===== src/rtl/sync_timing_pkg.sv =====
// Shared timing definitions: step interpretation modes and the standard
// 640x480 region lengths, used by the sync axis timer and its users.
package sync_timing_pkg;

  // How the step input of an axis timer is interpreted
  localparam int STEP_LEVEL = 0;  // every clock with step high advances
  localparam int STEP_RISE  = 1;  // advance once per rising edge of step
  localparam int STEP_FALL  = 2;  // advance once per falling edge of step

  // 640x480 horizontal axis, in pixel clocks
  localparam int H_ACTIVE = 640;
  localparam int H_FRONT  = 16;
  localparam int H_SYNC   = 96;
  localparam int H_BACK   = 48;

  // 640x480 vertical axis, in lines
  localparam int V_ACTIVE = 480;
  localparam int V_FRONT  = 10;
  localparam int V_SYNC   = 2;
  localparam int V_BACK   = 33;

  // Length of one full period for a set of region lengths
  function automatic int period_len(input int act, input int front,
                                    input int sync, input int back);
    return act + front + sync + back;
  endfunction

endpackage


===== src/rtl/step_edge_detect.sv =====
// Turns the raw step request into a one-clock advance strobe according to
// STEP_MODE (level, rising edge or falling edge of step).
module step_edge_detect
  import sync_timing_pkg::*;
#(
  parameter int STEP_MODE = STEP_FALL
) (
  input  logic clock,
  input  logic reset,
  input  logic step,
  output logic adv
);

  logic step_q;

  // step delayed by one clock, cleared by reset so no edge is seen on release
  always_ff @(posedge clock or negedge reset) begin
    if (!reset) begin
      step_q <= 1'b0;
    end else begin
      step_q <= step;
    end
  end

  // select the advance strobe for the configured mode
  always_comb begin
    adv = step;
    case (STEP_MODE)
      STEP_RISE: adv = step & ~step_q;
      STEP_FALL: adv = ~step & step_q;
      default:   adv = step;
    endcase
  end

endmodule


===== src/rtl/sync_axis_timer.sv =====
// One axis of a raster timing generator: counts steps through the
// active / front porch / sync / back porch regions and wraps.
// Optional feature macro: SYNC_AXIS_SHADOW_EN -- region lengths are sampled
// into shadow registers at reset release and at every period end, so input
// changes only take effect at the start of the next period.
module sync_axis_timer
  import sync_timing_pkg::*;
#(
  parameter int WIDTH            = 10,
  parameter int STEP_MODE        = STEP_FALL,
  parameter bit SYNC_ACTIVE_HIGH = 1'b0
) (
  input  logic             clock,
  input  logic             reset,
  input  logic [WIDTH-1:0] active_len,
  input  logic [WIDTH-1:0] front_len,
  input  logic [WIDTH-1:0] sync_len,
  input  logic [WIDTH-1:0] back_len,
  input  logic             step,
  output logic [WIDTH-1:0] position,
  output logic             sync,
  output logic             active,
  output logic             period_end
);

  // Sums of up to four WIDTH-bit lengths need two extra bits
  localparam int TW = WIDTH + 2;

  logic             adv;
  logic [WIDTH-1:0] count;
  logic [WIDTH-1:0] act_e, front_e, sync_e, back_e;
  logic [TW-1:0]    total, count_x, sync_start, sync_stop;
  logic             at_last, in_sync;

  step_edge_detect #(
    .STEP_MODE (STEP_MODE)
  ) u_step (
    .clock (clock),
    .reset (reset),
    .step  (step),
    .adv   (adv)
  );

`ifdef SYNC_AXIS_SHADOW_EN
  logic [WIDTH-1:0] act_s, front_s, sync_s, back_s;
  logic             loaded;

  // capture lengths on the first clock after reset and at every wrap
  always_ff @(posedge clock or negedge reset) begin
    if (!reset) begin
      act_s   <= '0;
      front_s <= '0;
      sync_s  <= '0;
      back_s  <= '0;
      loaded  <= 1'b0;
    end else if (!loaded || period_end) begin
      act_s   <= active_len;
      front_s <= front_len;
      sync_s  <= sync_len;
      back_s  <= back_len;
      loaded  <= 1'b1;
    end
  end

  // until the first capture the live inputs describe the period in progress
  always_comb begin
    act_e   = loaded ? act_s   : active_len;
    front_e = loaded ? front_s : front_len;
    sync_e  = loaded ? sync_s  : sync_len;
    back_e  = loaded ? back_s  : back_len;
  end
`else
  assign act_e   = active_len;
  assign front_e = front_len;
  assign sync_e  = sync_len;
  assign back_e  = back_len;
`endif

  assign total      = TW'(act_e) + TW'(front_e) + TW'(sync_e) + TW'(back_e);
  assign count_x    = TW'(count);
  assign sync_start = TW'(act_e) + TW'(front_e);
  assign sync_stop  = sync_start + TW'(sync_e);

  // >= rather than == so a live shrink below the current count still wraps
  assign at_last = (total != '0) && (count_x >= total - TW'(1));

  // step position counter; an empty period pins it at zero
  always_ff @(posedge clock or negedge reset) begin
    if (!reset) begin
      count <= '0;
    end else if (total == '0) begin
      count <= '0;
    end else if (adv) begin
      count <= at_last ? '0 : count + WIDTH'(1);
    end
  end

  // strobes are held off while reset is low so a partial period never ends
  assign period_end = adv & at_last & reset;
  assign in_sync    = reset && (count_x >= sync_start) && (count_x < sync_stop);

  assign position = count;
  assign active   = (count < act_e);
  assign sync     = SYNC_ACTIVE_HIGH ? in_sync : ~in_sync;

endmodule

===== config.mk =====
export PLATFORM = sky130hd
export DESIGN_NAME = sync_axis_timer
export DESIGN_NICKNAME = d
export VERILOG_FILES = /design/src/rtl/sync_timing_pkg.sv /design/src/rtl/step_edge_detect.sv /design/src/rtl/sync_axis_timer.sv
export SDC_FILE = /design/constraint.sdc
export NUM_CORES = 1
export LEC_CHECK = 0
export CAP_MARGIN = 20
export CORE_ASPECT_RATIO = 0.75
export CORE_MARGIN = 10
export CORE_UTILIZATION = 59
export DETAILED_ROUTE_END_ITERATION = 6
export PLACE_DENSITY = 0.95
export SLEW_MARGIN = 20
export SYNTH_ARGS = -nofsm -noshare
export SYNTH_HDL_FRONTEND = slang
export SYNTH_SLANG_ARGS = --single-unit
export TNS_END_PERCENT = 1

===== constraint.sdc =====
create_clock -name clock -period 18.9 [get_ports clock]
set_input_delay 1.89 -clock clock [delete_from_list [all_inputs] [get_ports clock]]
set_output_delay 1.89 -clock clock [all_outputs]
set_load 0.005 [all_outputs]

==> out/results.md, run 1 <==
| Stage | Metric | Reported |
|---|---|---|
| cts | CTS Hold Buffers Added | 0 |
| timing | Relative slew slack | 0.462 |
| synthesis | Synth Cell Area | 3210 µm² |
| synthesis | Post-synthesis register bit count | 11 |
| timing | Min Tclk post-route | 10570 ps |
| outcome | Result of the run | finished clean |
| route | DRC violation total after the first TritonRoute iteration | 108 |
| power | Sum of internal, switching and leakage power | 0.406 mW |
| timing | Actual slew at the worst max-slew pin | 805 ps |
| timing | Number of failing setup endpoints in the final timing report | 0 |
| flow run | Total of max-cap violations | 0 |
| grt | Total global-route track usage | 0.185 |
| synthesis | EDFF count, synth | 0 |
| synthesis | Most frequent cells after synthesis | ha_1, inv_1, a21o_1, a21oi_1, nand2_1 |
| route | Antenna-violating nets left | 0 |
| grt | Grt total ovfl | 0 |
| route | Avg Vias per Cell | 5.92 |
| setup path | Critical path data required time | 17010 ps |
| die | Height of the die | 83.9 µm |
| placed design | Number of placed instances with taps included | 523 |
| route | Post-detailed-route wirelength per cell | 15.6 µm |
| timing | Final max-slew violation count | 0 |
| timing | Hold Vio Cnt, Final | 0 |
| power | Worst supply voltage drop on vdd | 0.0000431 V |
| cts | Clock latency reported for the late side of the worst-skew pair | 250 ps |
| finish | Sequential cell area in the final layout | 275 µm² |
| cts | Count of H-tree levels built during CTS | 1 |
| cts | Number of CTS-inserted buffers | 3 |
| setup path | Launch instance of the worst register-to-register path | position[6] |
| die | Area of the die | 8820 µm² |
| synthesis | Post-synth net total | 512 |
| setup path | Critical path type | in2out |
| timing | Final critical-path setup slack | 8330 ps |
| synthesis | Main area contributors after synthesis | ha_1, dfrtp_1, a21o_1 |
| setup path | Worst R2R Path Depth | 9 |
| power | Power density over the cells | 104 nW/µm² |
| hold path | Worst Hold Path Cells | 2 |
| synthesis | Largest area contributor in the netlist | ha_1 |
| timing | RSZ-0062 raised after global routing | false |
| cts | CTS tree | yes |
| cts | Clock sink total | 11 |
| route | First-pass DRT Iterations | 4 |
| timing | Final clock skew | 1.97 ps |
| cts | Root Driver | clkbuf_8 |
| setup path | Crit path DAT | 8680 ps |
| cts | Clock-pin slew on the worst setup and hold paths | 50 ps |
| synthesis | Top-count cell post-synth | ha_1 |
| synthesis | Yosys synthesis warning count | 0 |
| setup path | Capturing element type of the critical path | output pin |
| die | Starting utilization of the core area | 0.606 |
| finish | Share of layout cells above drive strength 1 | 0.0553 |
| hold path | HP Class | reg2reg |
| route | Total DRC errors in the routed layout | 0 |
| cts | Count of buffers added by post-CTS timing repair for setup | 0 |
| route | Wirelength, routed | 8230 µm |
| placed design | DP Wirelength | 7160 µm |
| die | I/O pins | 56 |
| die | # rows | 23 |
| placed design | Total of buffers placed on input and output ports | 55 |
| synthesis | Number of distinct standard cells referenced by the synthesized netlist | 70 |
| grt | Antenna violations before repair | 0 |
| timing | Fmax | 0.0946 GHz |
| grt | Vias in the first global route | 3241 |
| die | X dimension of the die | 105 µm |
| grt | Largest net degree at the start of global routing | 14 |
| finish | Layout area overhead | 21.0% |
| finish | Fill cell total of the finished layout | 434 |
| cts | Largest buffer count on any clock path | 2 |
| synthesis | Yosys top cell area share | 0.273 |
| synthesis | Portion of the post-synthesis area used by sequential elements | 0.0858 |
| hold path | HP Start | position[3] |
| cts | # resized after CTS | 0 |
| setup path | Type of element launching the critical path | primary input |
| synthesis | Main flop type after synthesis | dfrtp_1 |
| synthesis | Fraction of registers with async set/reset | 1.00 |
| finish | Inserted Diodes | 0 |
| timing | Share of the clock period used by the worst path after layout | 0.559 |
| finish | Net count reported at finish | 569 |
| synthesis | Number of instances in the synthesized netlist | 396 |
| placed design | Pre-CTS setup slack | 8320 ps |
| placed design | Routability Congestion | 0.915 |
| setup path | Crit path from | active_len[0] |
| power | Leakage power | 1.93 nW |
| route | Count of vias placed by the detailed router | 3119 |
| timing | Post-Route Setup TNS | 0 ps |
| finish | Footprint of the multi-input gates | 2740 µm² |
| die | Core Area | 5300 µm² |
| grt | First-pass GRT wire length | 14200 µm |
| finish | Final Instance Count excl. Fillers | 527 |
| synthesis | Mean Syn Cell Area | 8.10 µm² |
| setup path | Critical-path maximum fanout | 7 |
## path summary, 6_finish.rpt
check	slack (ps)	end
worst max-delay path	8330	period_end
worst min-delay path	710	position[3]
worst max register to register	15930	position[4]
worst min register to register	710	position[3]
max in group asynchronous	16480	position[9]
min in group asynchronous	2020	position[3]
## logic make-up (layout without fill, tap and decap cells)
logic type	after synthesis	after routing	synth area share
AO/OA/AOI/OAI	120	120	0.269
XOR/XNOR	29	29	0.0815
adder cells (fa/ha/maj)	73	73	0.292
buffers and inverters	49	105	0.0589
flip-flops	11	11	0.0858
multiplexers	1	1	0.00312
AND/OR/NAND/NOR	113	113	0.210
## critical path: stages
cell,delay (ps)
clkdlybuf4s50_1,480
ha_1,180
inv_1,50
fa_1,390
nor2b_1,120
o21ai_0,120
nand2_1,120
xor2_1,200
ha_1,320
and3_1,170
a2111oi_1,530
xnor2_1,170
ha_1,390
or2_2,140
o211ai_1,70
a311oi_1,390
or4b_1,600
xor2_1,190
ha_1,320
o211a_1,160
nand3_1,70
o21a_1,170
a21oi_1,360
nand2_1,280
nor3b_1,250
clkdlybuf4s50_1,530
## cells in the final DEF (no fill, tap or decap), types with 3 or more instances in the layout
cell type | netlist | routed
ha_1 | 70 | 70
clkdlybuf4s50_1 | 0 | 55
inv_1 | 46 | 46
a21o_1 | 25 | 25
a21oi_1 | 25 | 25
nand2_1 | 23 | 23
nor2_1 | 19 | 19
xnor2_1 | 16 | 16
o21ai_0 | 13 | 13
xor2_1 | 12 | 12
dfrtp_1 | 11 | 11
nand2b_1 | 10 | 10
and3_1 | 9 | 9
nor2b_1 | 6 | 6
nand4_1 | 6 | 6
nor3_1 | 5 | 5
and2_1 | 4 | 4
o21bai_1 | 4 | 4
nand3_1 | 4 | 4
or2_2 | 4 | 4
o31ai_1 | 4 | 4
a31oi_1 | 4 | 4
a211oi_1 | 4 | 4
o21ai_1 | 4 | 4
nor3b_1 | 4 | 4
o21a_1 | 4 | 4
o22ai_1 | 4 | 4
nand3b_1 | 3 | 3
o221ai_1 | 3 | 3
fa_1 | 3 | 3
clkbuf_8 | 0 | 3
## area by class of cell
cell class,count,share of cell area
well taps,75,0.0242
clock inverters,1,0.00129
multi-input cells,336,0.707
flip-flops and latches,11,0.0709
repair buffers,55,0.142
clock buffers,3,0.0106
inverters,46,0.0445
## state kept, by name, indices dropped and copies added (netlist names)
register / count
position: 10
u_step.step_q: 1
## per-stage QoR
stage	hold slack [ps]	utilization	area [µm²]
floorplan	582	-	3210
global placement	678	0.724	3840
detailed placement	694	0.724	3840
CTS	710	0.733	3880
global route	744	0.733	3880
finish	713	0.733	3880
## metal layers
metal | track usage | part of all wire
met5 | 0 | 0
met4 | 0.0460 | 0.013
met3 | 0.0324 | 0.052
met2 | 0.342 | 0.49
met1 | 0.213 | 0.44
## power breakdown
part	switching (mW)	internal, mW
clock	0.0104	0.0146
combinational	0.187	0.152
sequential	0.0130	0.0278
(Power assumes the default switching activity.)
==> run 2, diff against run 1 <==
Settings changed: CORE_UTILIZATION 59 to 55, PLACE_DENSITY 0.95 to 0.93.
Clock period 18.9 ns to 10.3 ns, I/O delays scaled along.
==> run 2 against run 1 <==
Against the previous run: hold slack worse by 0.70 ps; global-route usage is 1.9 points lower; sequential share of layout area hardly changed; highest routed layer unchanged; cell count stayed put; design area hardly changed; sequential power is 84% higher; via count is 1.4% lower; sequential cell count stayed put; register-to-register slack worse by 8500 ps; non-clock buffer count stayed put; wire length is 3.0% lower.
==> out/results.md, run 2 (synthesized netlist as in run 1, its figures left out) <==
| Stage | Metric | Reported | Change |
|---|---|---|---|
| outcome | Result of the run | finished clean |  |
| die | Core Area | 5500 µm² | +3.8% |
| die | Area of the die | 9320 µm² | +5.7% |
| finish | Largest register FFs | 10 | unchanged |
| finish | Net count reported at finish | 569 | unchanged |
| cts | Count of buffers added by post-CTS timing repair for setup | 0 | unchanged |
| route | Post-detailed-route wirelength per cell | 15.1 µm | -3.0% |
| grt | Grt total ovfl | 0 | unchanged |
| cts | # resized after CTS | 0 | unchanged |
| setup path | Capturing element type of the critical path | output pin |  |
| setup path | Critical path type | in2out |  |
| route | Avg Vias per Cell | 5.83 | -1.4% |
| timing | Share of the clock period used by the worst path after layout | 0.854 |  |
| cts | CTS tree | yes |  |
| timing | Final clock skew | 0.391 ps | -1.58 ps |
| setup path | Crit path DAT | 7770 ps | -910 ps |
| setup path | Type of element launching the critical path | primary input |  |
| timing | Number of failing setup endpoints in the final timing report | 0 | unchanged |
| finish | Inserted Diodes | 0 | unchanged |
| route | Antenna-violating nets left | 0 | unchanged |
| timing | Min Tclk post-route | 8800 ps |  |
| setup path | Critical path data required time | 9270 ps | -7740 ps |
| grt | First-pass GRT wire length | 13400 µm | -6.0% |
| route | Count of vias placed by the detailed router | 3075 | -1.4% |
| finish | Most used cells in the layout excluding fill and tap cells | ha_1, clkdlybuf4s50_1, inv_1, a21o_1, a21oi_1 |  |
| finish | Share of layout cells above drive strength 1 | 0.0531 | -0.00221 |
| cts | Clock-pin slew on the worst setup and hold paths | 50 ps | about the same |
| timing | Relative slew slack | 0.435 | -0.0277 |
| finish | Most common library cell in the layout ignoring fill and taps | ha_1 |  |
| die | Height of the die | 86.1 µm | +2.7% |
| cts | Count of H-tree levels built during CTS | 1 | unchanged |
| timing | Hold Vio Cnt, Final | 0 | unchanged |
| timing | Final max-slew violation count | 0 | unchanged |
| flow run | Total of max-cap violations | 0 | unchanged |
| placed design | Pre-CTS setup slack | 1520 ps | -6800 ps |
| die | I/O pins | 56 | unchanged |
| cts | Clock sink total | 11 | unchanged |
| cts | Largest buffer count on any clock path | 2 | unchanged |
| grt | Vias in the first global route | 3103 | -4.3% |
| timing | Fmax | 0.114 GHz |  |
| grt | Largest net degree at the start of global routing | 14 | unchanged |
| hold path | HP Class | reg2reg |  |
| placed design | DP Wirelength | 6990 µm | -2.4% |
| timing | Actual slew at the worst max-slew pin | 846 ps | +41.5 ps |
| cts | Clock latency reported for the late side of the worst-skew pair | 240 ps | about the same |
| cts | CTS Hold Buffers Added | 0 | unchanged |
| timing | RSZ-0062 raised after global routing | false |  |
| power | Power density over the cells | 191 nW/µm² | +83% |
| die | X dimension of the die | 108 µm | +2.9% |
| placed design | Total of buffers placed on input and output ports | 55 | unchanged |
| timing | Post-Route Setup TNS | 0 ps | unchanged |
| power | Leakage power | 1.93 nW | -0.14% |
| route | Wirelength, routed | 7980 µm | -3.0% |
| die | Starting utilization of the core area | 0.584 | -0.0222 |
| grt | Total global-route track usage | 0.166 | -0.0186 |
| route | First-pass DRT Iterations | 5 | +1 |
| route | DRC violation total after the first TritonRoute iteration | 145 | +34% |
| cts | Number of CTS-inserted buffers | 3 | unchanged |
| setup path | Critical-path maximum fanout | 7 | unchanged |
| cts | Root Driver | clkbuf_8 |  |
| finish | Layout area overhead | 21.0% | about the same |
| route | Total DRC errors in the routed layout | 0 | unchanged |
| placed design | Routability Congestion | 0.877 | -4.1% |
| finish | Final cell utilization of the core | 0.706 | -0.0271 |
| timing | Final critical-path setup slack | 1500 ps | -6830 ps |
| grt | Antenna violations before repair | 0 | unchanged |
| die | # rows | 23 | unchanged |
| power | Worst supply voltage drop on vdd | 0.0000708 V | +64% |
==> run 2: cell types whose count changed in the layout (fill, tap and decap cells not counted) <==
| cell | before | now |
|---|---|---|
| clkbuf_1 | 0 | 1 |
| clkinv_2 | 1 | 0 |
==> run 2: per-stage QoR <==
stage          power (mW)  std cells  hold WS (ps)  area (µm²)
2_1_floorplan       0.549        396           582        3210
3_3_place_gp        0.655        523           675        3840
3_5_place_dp        0.691        523           700        3840
4_1_cts             0.740        527           710        3880
5_1_grt             0.824        527           746        3880
6_report            0.741        527           712        3880
==> run 2: critical path: stages <==
cell and delay, ps:
clkdlybuf4s50_1 480, ha_1 170, inv_1 50, fa_1 400
nor2b_1 120, o21ai_0 100, nand2_1 100, xor2_1 190
ha_1 320, and3_1 180, a2111oi_1 550, xnor2_1 170
ha_1 380, or2_2 140, o211ai_1 70, a311oi_1 380
or4b_1 600, xor2_1 190, ha_1 330, o211a_1 170
nand3_1 80, o21a_1 170, a21oi_1 340, nand2_1 270
nor3b_1 250, clkdlybuf4s50_1 530
==> run 2: worst paths after layout <==
check / from / endpoint / slack [ps] / cells after the start
max: active_len[0] / period_end / 1500 / 26
min: position[4] / position[4] / 710 / 2
max reg2reg: position[0] / position[2] / 7430 / 12
min reg2reg: position[4] / position[4] / 710 / 2
max in group asynchronous: reset / position[8] / 8730 / 1
min in group asynchronous: reset / u_step.step_q / 1170 / 1
==> run 2: cell type report <==
class | instances | area [µm²]
multi-input cells | 336 | 2740
fillers | 442 | 1620
well taps | 75 | 93.8
flip-flops and latches | 11 | 275
clock buffers | 4 | 45.0
repair buffers | 55 | 551
inverters | 46 | 173
==> run 2: routing by layer <==
metal  routed length (µm)  GRT usage
met1                 3620      0.194
met2                 3800      0.306
met3                  460     0.0269
met4                  101     0.0424
met5                    0          0
==> run 2: power by group <==
part | internal [mW] | total [mW] | switching, mW
registers | 0.0511 | 0.0752 | 0.0241
logic | 0.279 | 0.621 | 0.342
clock network | 0.0272 | 0.0442 | 0.0170
